## src/rtl/cavlc_coef_buf.sv

```systemverilog
// Ping-pong coefficient buffer between the CAVLC decoder and the inverse transform.
// Coefficients arrive in zig-zag scan order and are streamed out in raster order, one 4x4 block per bank.
module cavlc_coef_buf #(
    parameter int unsigned LEVEL_W = 13
) (
    input  logic                      Clk,
    input  logic                      nReset,
    input  logic signed [LEVEL_W-1:0] LevelIn,
    input  logic                      WrReq,
    input  logic                      BlockDone,
    output logic                      Full,
    output logic signed [LEVEL_W-1:0] CoefOut,
    output logic [3:0]                CoefIdx,
    output logic                      CoefValid,
    input  logic                      CoefReady,
    output logic                      CoefLast,
    output logic                      Overflow
);

    typedef enum logic {StIdle, StSend} state_e;

    state_e stateQ, stateD;

    logic signed [LEVEL_W-1:0] mem [2][16];
    logic [1:0][15:0]          maskQ, maskD;
    logic [1:0]                bankFullQ, bankFullD;
    logic                      wrPtrQ, rdPtrQ, rdPtrD;
    logic [4:0]                wrCntQ;
    logic                      overflowQ;

    logic                      coefValidQ, coefLastQ;
    logic signed [LEVEL_W-1:0] coefOutQ;
    logic [3:0]                coefIdxQ;

    logic                      wrEn, closeBlk, ovfSet;
    logic [3:0]                wrAddr;
    logic                      xfer, freeEn, loadEn, loadBank;
    logic [3:0]                loadIdx;
    logic signed [LEVEL_W-1:0] loadData;

    function automatic logic [3:0] zzMap(input logic [3:0] scanPos);
        logic [3:0] r;
        case (scanPos)
            4'd0:  r = 4'd0;
            4'd1:  r = 4'd1;
            4'd2:  r = 4'd4;
            4'd3:  r = 4'd8;
            4'd4:  r = 4'd5;
            4'd5:  r = 4'd2;
            4'd6:  r = 4'd3;
            4'd7:  r = 4'd6;
            4'd8:  r = 4'd9;
            4'd9:  r = 4'd12;
            4'd10: r = 4'd13;
            4'd11: r = 4'd10;
            4'd12: r = 4'd7;
            4'd13: r = 4'd11;
            4'd14: r = 4'd14;
            default: r = 4'd15;
        endcase
        return r;
    endfunction

    assign Full = bankFullQ[0] & bankFullQ[1];

    // Write side: while Full, every decoder request is dropped and flagged.
    always_comb begin
        wrEn     = WrReq && !Full && (wrCntQ < 5'd16) && !bankFullQ[wrPtrQ];
        closeBlk = BlockDone && !Full;
        ovfSet   = (Full && (WrReq || BlockDone)) || (WrReq && !Full && (wrCntQ == 5'd16));
        wrAddr   = zzMap(wrCntQ[3:0]);
    end

    // Read FSM: loadEn fetches the next output word, freeEn releases the read bank.
    always_comb begin
        stateD   = stateQ;
        rdPtrD   = rdPtrQ;
        freeEn   = 1'b0;
        loadEn   = 1'b0;
        loadBank = rdPtrQ;
        loadIdx  = 4'd0;
        xfer     = coefValidQ && CoefReady;
        case (stateQ)
            StIdle: begin
                if (bankFullQ[rdPtrQ]) begin
                    stateD = StSend;
                    loadEn = 1'b1;
                end
            end
            StSend: begin
                if (xfer) begin
                    if (coefIdxQ != 4'd15) begin
                        loadEn  = 1'b1;
                        loadIdx = coefIdxQ + 4'd1;
                    end else begin
                        freeEn = 1'b1;
                        rdPtrD = ~rdPtrQ;
                        if (bankFullQ[~rdPtrQ]) begin
                            loadEn   = 1'b1;
                            loadBank = ~rdPtrQ;
                        end else begin
                            stateD = StIdle;
                        end
                    end
                end
            end
            default: stateD = StIdle;
        endcase
        loadData = maskQ[loadBank][loadIdx] ? mem[loadBank][loadIdx] : '0;
    end

    // Free and close always target different banks, so both may land in one cycle.
    always_comb begin
        bankFullD = bankFullQ;
        maskD     = maskQ;
        if (wrEn) maskD[wrPtrQ][wrAddr] = 1'b1;
        if (closeBlk) bankFullD[wrPtrQ] = 1'b1;
        if (freeEn) begin
            bankFullD[rdPtrQ] = 1'b0;
            maskD[rdPtrQ]     = '0;
        end
    end

    always_ff @(posedge Clk) begin
        if (wrEn) mem[wrPtrQ][wrAddr] <= LevelIn;
    end

    always_ff @(posedge Clk or negedge nReset) begin
        if (!nReset) begin
            stateQ     <= StIdle;
            maskQ      <= '0;
            bankFullQ  <= '0;
            wrPtrQ     <= 1'b0;
            rdPtrQ     <= 1'b0;
            wrCntQ     <= 5'd0;
            overflowQ  <= 1'b0;
            coefValidQ <= 1'b0;
            coefOutQ   <= '0;
            coefIdxQ   <= 4'd0;
            coefLastQ  <= 1'b0;
        end else begin
            stateQ    <= stateD;
            maskQ     <= maskD;
            bankFullQ <= bankFullD;
            rdPtrQ    <= rdPtrD;
            if (ovfSet) overflowQ <= 1'b1;
            if (closeBlk) begin
                wrPtrQ <= ~wrPtrQ;
                wrCntQ <= 5'd0;
            end else if (wrEn) begin
                wrCntQ <= wrCntQ + 5'd1;
            end
            if (loadEn) begin
                coefValidQ <= 1'b1;
                coefOutQ   <= loadData;
                coefIdxQ   <= loadIdx;
                coefLastQ  <= (loadIdx == 4'd15);
            end else if (freeEn) begin
                coefValidQ <= 1'b0;
                coefOutQ   <= '0;
                coefIdxQ   <= 4'd0;
                coefLastQ  <= 1'b0;
            end
        end
    end

    assign CoefValid = coefValidQ;
    assign CoefOut   = coefOutQ;
    assign CoefIdx   = coefIdxQ;
    assign CoefLast  = coefLastQ;
    assign Overflow  = overflowQ;

endmodule

```

## config.mk

```make
export PLATFORM = sky130hd
export DESIGN_NAME = cavlc_coef_buf
export DESIGN_NICKNAME = d
export VERILOG_FILES = /design/src/rtl/cavlc_coef_buf.sv
export SDC_FILE = /design/constraint.sdc
export NUM_CORES = 1
export LEC_CHECK = 0
export BUFFER_PORTS_ARGS = -buffer_cell sky130_fd_sc_hd__buf_2
export CORE_MARGIN = 4
export CORE_UTILIZATION = 45
export CTS_BUF_LIST = sky130_fd_sc_hd__clkbuf_8 sky130_fd_sc_hd__clkbuf_16
export DETAILED_ROUTE_END_ITERATION = 10
export HOLD_SLACK_MARGIN = 0.08
export PLACE_DENSITY_LB_ADDON = 0.15
export RECOVER_POWER = 25
export SYNTH_ARGS = -nofsm -noshare
export SYNTH_HDL_FRONTEND = slang
export SYNTH_SLANG_ARGS = --single-unit
```

## constraint.sdc

```tcl
create_clock -name Clk -period 3.7 [get_ports Clk]
set_clock_uncertainty 0.1 [all_clocks]
set_input_delay 0.185 -clock Clk [delete_from_list [all_inputs] [get_ports Clk]]
set_output_delay 0.185 -clock Clk [all_outputs]
set_load 0.02 [all_outputs]
```

* After elaboration in Yosys (flattened, before gate mapping) *
Memories as Yosys holds them, arrays and structs flattened.
Index checks and enable logic that the tools add are counted.

word-level totals
  word-level logic and storage cells = 121
  memories = 2
  RAM bits = 416
  memory bits (read-only) = 64
  output and inout port bits = 21
  bits of input ports = 18
  flip-flop bits (word level) = 62

cells by class
  reductions and logical operators = 18
  add/subtract/negate cells = 2
  bitwise operators = 13
  multiplexer cells = 58
  $lt $le $gt $ge = 13
  eq/ne operators = 3

memory list
  name              depth  width  read ports  clocked after memory_dff  wr ports  line  RTL
  mem               2      208    1           0                         1         24    logic signed [LEVEL_W-1:0] mem [2][16];
  (name not given)  16     4      1           0                         0         43    case (scanPos)

operators by type and width
  cell                   number
  $mux W208              1
  $mux W13               6
  $mux W16               4
  $mux W32               2
  $bmux W13 S4           1
  $demux W13 S4          1
  $and A32 B32 Y32       1
  $demux W16 S1          2
  $not A32 Y32           1
  $or A32 B32 Y32        1
  $mux W1                26
  $mux W4                5
  $logic_and A1 B1 Y1    11
  $ge A5 B5 Y1 const B   2
  $lt A4 B5 Y1 const B   2
  $mux W5                2
  $not A4 Y5             2
  $lt A1 B2 Y1 const B   4
  $add A5 B1 Y5 const B  1
  $eq A5 B5 Y1 const B   1
  $lt A5 B1 Y1 const B   1
  $lt A5 B5 Y1 const B   1
  $add A4 B1 Y4 const B  1
  $bmux W1 S4            1
  17 further kinds       27

* Longest topological paths before layout *
  depth after elaboration = 13
  depth in mapped cells = 13
  mapped depth without buffers = 9

* Worst setup path after synthesis *
No wires, ideal clock.

  kind = reg-to-reg
  from = register wrCntQ[0]
  to = memory mem[0][130] in the netlist's numbering (enable)
  data required time = 3.198 ns
  library setup time = 0.402 ns
  setup slack = 0.617 ns
  stages on the path, launching flop included = 8
  arrival time = 2.581 ns
  clock period less this slack = 3.083 ns
  buffers on the path = 0
  path through = dfrtp_1 > inv_1 > ha_1 > nor2b_1 > a211oi_1 > a21oi_1 > nand3_1 > nor3_1

on the way
  cells in the longest elaborated chain, start to end = 7
  elaborated cells on any way between the ends = 12
  classes of those cells = order compare (3); mux (4); bitwise (1); reduce/logical (3); memory (1)

ends and longest elaborated chain
  element                                                                    line  RTL
  start, declared                                                            28    logic [4:0] wrCntQ;
  start signal, assigned                                                     151   wrCntQ <= wrCntQ + 5'd1;
  $mem_v2 Z16 W4                                                             n/a
  $not A4 Y5 (not written as such)                                           125   if (wrEn) mem[wrPtrQ][wrAddr] <= LevelIn;
  $ge A5 B5 Y1 (not written as such) / $lt A5 B1 Y1 (equally long branches)  125
  $logic_and A1 B1 Y1 (not written as such)                                  125
  $mux W13 (not written as such)                                             125
  $demux W13 S4                                                              125
  $mux W208 (not written as such) *                                          125
  end, declared                                                              24

Every way passes the cells marked *; elsewhere a longest branch is shown, timed or not.

* Worst setup path in the final report *
  from = register coefIdxQ[1] (netlist: CoefIdx[1])
  to = register coefOutQ[6] (netlist: CoefOut[6])

on the way
  cells in the longest elaborated chain, start to end = 10
  elaborated cells on any way between the ends = 26
  classes of those cells = add/sub (1); eq/ne (1); mux (21); bitwise (1); reduce/logical (1); memory (1)

ends and longest elaborated chain
  element                                                               line    RTL
  start, declared                                                       33      logic [3:0] coefIdxQ;
  start signal, assigned                                                156     coefIdxQ <= loadIdx;
  $add A4 B1 Y4 / $ne A4 B4 Y1 (equally long branches)                  94, 92
  $mux W4 / $mux W1 (equally long branches)                             92      if (coefIdxQ != 4'd15) begin
  $mux W4 / $mux W1 (equally long branches)                             91      if (xfer) begin
  $mux W4 / $mux W1 (equally long branches)                             83      case (stateQ)
  $not A4 Y5 (not written as such) (tied with other cells)              109     loadData = maskQ[loadBank][loadIdx] ? mem[loadBank][loadIdx] : '0;
  $bmux W13 S4 / $mux W16 (equally long branches)                       109
  $mux W13 (not written as such) / $bmux W1 S4 (equally long branches)  109
  $mux W13 (not written as such) / $mux W1 (equally long branches)      109
  $mux W13                                                              109
  $mux W13                                                              153     if (loadEn) begin
  end signal, assigned                                                  155     coefOutQ <= loadData;
  end, declared                                                         32      logic signed [LEVEL_W-1:0] coefOutQ;

Parallel ways exist; a longest one is shown, timed or not. The select of a mux whose other input is x is not followed.
A chain may end at the register's enable or synchronous reset.

==> key figures <==
Setup path
  • CP Max Fanout: 31
  • Data required time at the worst endpoint: a little over 4 ns
  • Worst reg-to-reg setup slack: around 0.15 ns
  • Startpoint-to-endpoint class of the critical path: reg -> reg
  • Endpoint arrival time on the critical path: between 3 and 4 ns
  • Setup crit end kind: flop
  • Startpoint kind of the worst setup timing path: flop

GRT
  • Residual overflow from global routing: 0
  • Global-route wire length before repair: around 86 mm
  • Maximum number of pins on one net before global-route repair: 59
  • Via count of the first global-routing pass: about 13000
  • Antenna violations before repair: 0
  • Combined global-route utilization of all metal layers: 24.04%

Logic synthesis
  • Synth area leaders: edfxtp_1, dfrtp_1, mux2i_1, nor4b_1, a21oi_1
  • Biggest area consumer among synthesized cells: edfxtp_1
  • Post-synth cell types: between 60 and 70
  • Share of async-settable or async-resettable flops after synthesis: 12.97%
  • Primary FF master, synth: edfxtp_1
  • Total nets after synthesis: 1440
  • Number of warnings reported in the yosys synthesis log: 0
  • Portion of synthesized cell area occupied by the leading cell type: between 60% and 70%
  • Synthesized instance count: roughly 1400
  • Synthesized area divided by synthesized cell count: around 14 µm²
  • Combined area of all synthesized cells: 20190 µm²
  • Sequential-to-total area share from yosys stat: 69.54%
  • Post-synth EDFFs: around 420
  • Synthesized flop and latch total: about 480

Min path
  • Worst hold-check path type: in -> reg

Floorplan
  • Core Region: 44320 µm²
  • Area enclosed by the die boundary: 48330 µm²
  • Starting Density: around 46%
  • Height of the die: about 220 µm
  • Chip Width: around 220 µm
  • Num rows: 77
  • I/O pin count: 39

STA
  • Max Clk Rate: approximately 280 MHz
  • Final worst path period share: 95.93%
  • Time the worst path needs with I/O delays and setup: about 3.5 ns
  • Hold Violations, Final: 0
  • Final setup vio count: 0
  • Total count of max-transition violations in the final report: 330
  • Slew Limit Headroom: -33.13%
  • Setup WS post-layout: around 0.15 ns
  • RSZ-0062 raised after global routing: false
  • Worst slew pin tran: roughly 2 ns

CTS
  • Inserted Clock Buffers: 52
  • H-tree depth: 2
  • Clock tree from TritonCTS: built
  • Sinks on the clock net: 478
  • Setup Buffers After CTS: 0
  • Clock slew seen by the registers of the worst setup and hold paths: around 0.060 ns
  • Latest clock arrival within the worst-skew pair: 0.60 ns
  • Root buffer cell: clkbuf_16
  • Max clock buf depth: 3

Final layout
  • Final nets: ~1500
  • Area delta synth->final: 15.03%
  • Number of antenna cells inserted: 0
  • Final cell utilization of the core: roughly 52%
  • Final standard cell area without fillers: 23230 µm²
  • Most frequent standard cell in the layout excluding fill and tap cells: edfxtp_1
  • Fraction of final layout cells sized beyond drive strength 1: approximately 15%
  • Commonest non-fill, non-tap cells in the layout: edfxtp_1, mux2i_1, buf_4, nor2_1, nand2_1

Placement
  • Port Buffer Count: 38
  • Post-placement cell area: around 21000 µm²
  • Place WS: -0.06155 ns
  • Placer's final routability congestion estimate: 0.8577
  • Hpwl dp: roughly 36 mm

Routing
  • Via count: 13140
  • Detailed-routing iteration count for the pre-antenna-repair pass: 5
  • Total Wirelength: 57.74 mm
  • DRC viols: 0
  • Antenna violation net count after detailed routing: 0
  • Initial DRC count: ~1500
  • Wirelength per Cell: about 27 µm
  • Via-to-Cell Ratio: 6.154

Power
  • Static Leakage: 8.125 nW
  • Maximum VDD drop: around 0.4 mV
  • Power density normalized to cell area: roughly 700 nW/µm²

Job
  • Max-capacitance violation count: 10

Outcome
  • Result of the run: finished with violations
  • Violated checks: max-capacitance violations, max-slew violations
-- cell usage after synthesis, types with 16 or more instances --
cell type  instances
o21a_1            18
nor3_1            18
a211oi_1          40
a221oi_1          33
nor2_1            80
a21oi_1           64
dfrtp_1           62
buf_2             32
edfxtp_1         416
nand2_1           77
o21ai_0           44
mux2_2            19
and3_1            16
nor4b_1           46
clkbuf_1          60
nand3_1           63
mux2i_1          114
-- critical path, stage by stage, from the launching register on --
cell	delay (ns)
dfrtp_1	0.41
ha_1	0.28
and3_2	0.22
buf_4	0.29
a31o_4	0.51
buf_12	0.25
a2bb2oi_1	0.21
a21oi_1	0.09
o21ai_0	0.27
a32oi_1	0.22
buf_4	0.25
o31ai_1	0.31
-- final cells by class --
class,instances,area [µm²]
well taps,592,740.7
clock buffers,55,1343
repair buffers,147,1160
clock inverters,39,255.2
multi-input cells,811,5634
fillers,3691,21090
flip-flops and latches,478,14040
inverters,14,52.55
-- per-stage QoR --
| step | TNS [ns] | hold WS (ns) | cells | total power, mW |
|---|---|---|---|---|
| 5_1_grt | 0 | 0.2414 | 2136 | 17.38 |
| 4_1_cts | 0 | 0.09343 | 2136 | 16.70 |
| 2_1_floorplan | 0 | -0.2106 | 1413 | 9.829 |
| 6_report | 0 | 0.2441 | 2136 | 16.66 |
| 3_5_place_dp | -0.06155 | 0.2174 | 2028 | 11.84 |
| 3_3_place_gp | 0 | 0.2216 | 2028 | 11.79 |
-- registers in the layout (all words and copies together), names as in the netlist --
register / count
CoefValid: 1
maskQ: 32
mem: 416
bankFullQ: 2
wrPtrQ: 1
CoefLast: 1
Overflow: 1
CoefIdx: 4
CoefOut: 13
wrCntQ: 5
stateQ: 1
rdPtrQ: 1
-- path summary, 6_finish.rpt --
check,startpoint,to,depth (start not counted)
max in group asynchronous,nReset,CoefIdx[0],3
worst min register to register,Overflow,Overflow,1
worst max register to register,CoefIdx[1],CoefOut[6],11
min in group asynchronous,nReset,maskQ[8],2
worst min-delay path,CoefReady,CoefIdx[0],4
worst max-delay path,CoefIdx[1],CoefOut[6],11
-- layer usage --
| metal | global-route usage, % | wire, µm |
|---|---|---|
| met5 | 0 | 0 |
| met4 | 7.348 | 1789 |
| met3 | 4.716 | 4701 |
| met2 | 38.19 | 26770 |
| met1 | 33.79 | 24480 |
-- power breakdown --
part           total (mW)  switching, mW  leakage [nW]  internal (mW)
Clock                4.85           2.04         0.856           2.80
Combinational        5.24           3.39          2.75           1.85
Sequential           6.57          0.300          4.52           6.27
Total                16.7           5.73          8.12           10.9
-- cell families (layout without fill, tap and decap cells) --
logic type,Yosys count,in the layout,synth area share (%)
buf+inv,124,255,2.819
compound gates,312,312,10.88
xor+xnor,6,6,0.2602
mux,133,133,6.710
flops,478,478,69.54
simple gates,351,351,9.232
fa+ha+maj,9,9,0.5576
-- timing repair --
item,4_1_cts,5_1_grt
gates resized for setup,1,2
hold buffers,14,0
hold endpoints to repair,178,0
setup endpoints to repair,1,1
Note: power is estimated with default switching activity, not from simulation.
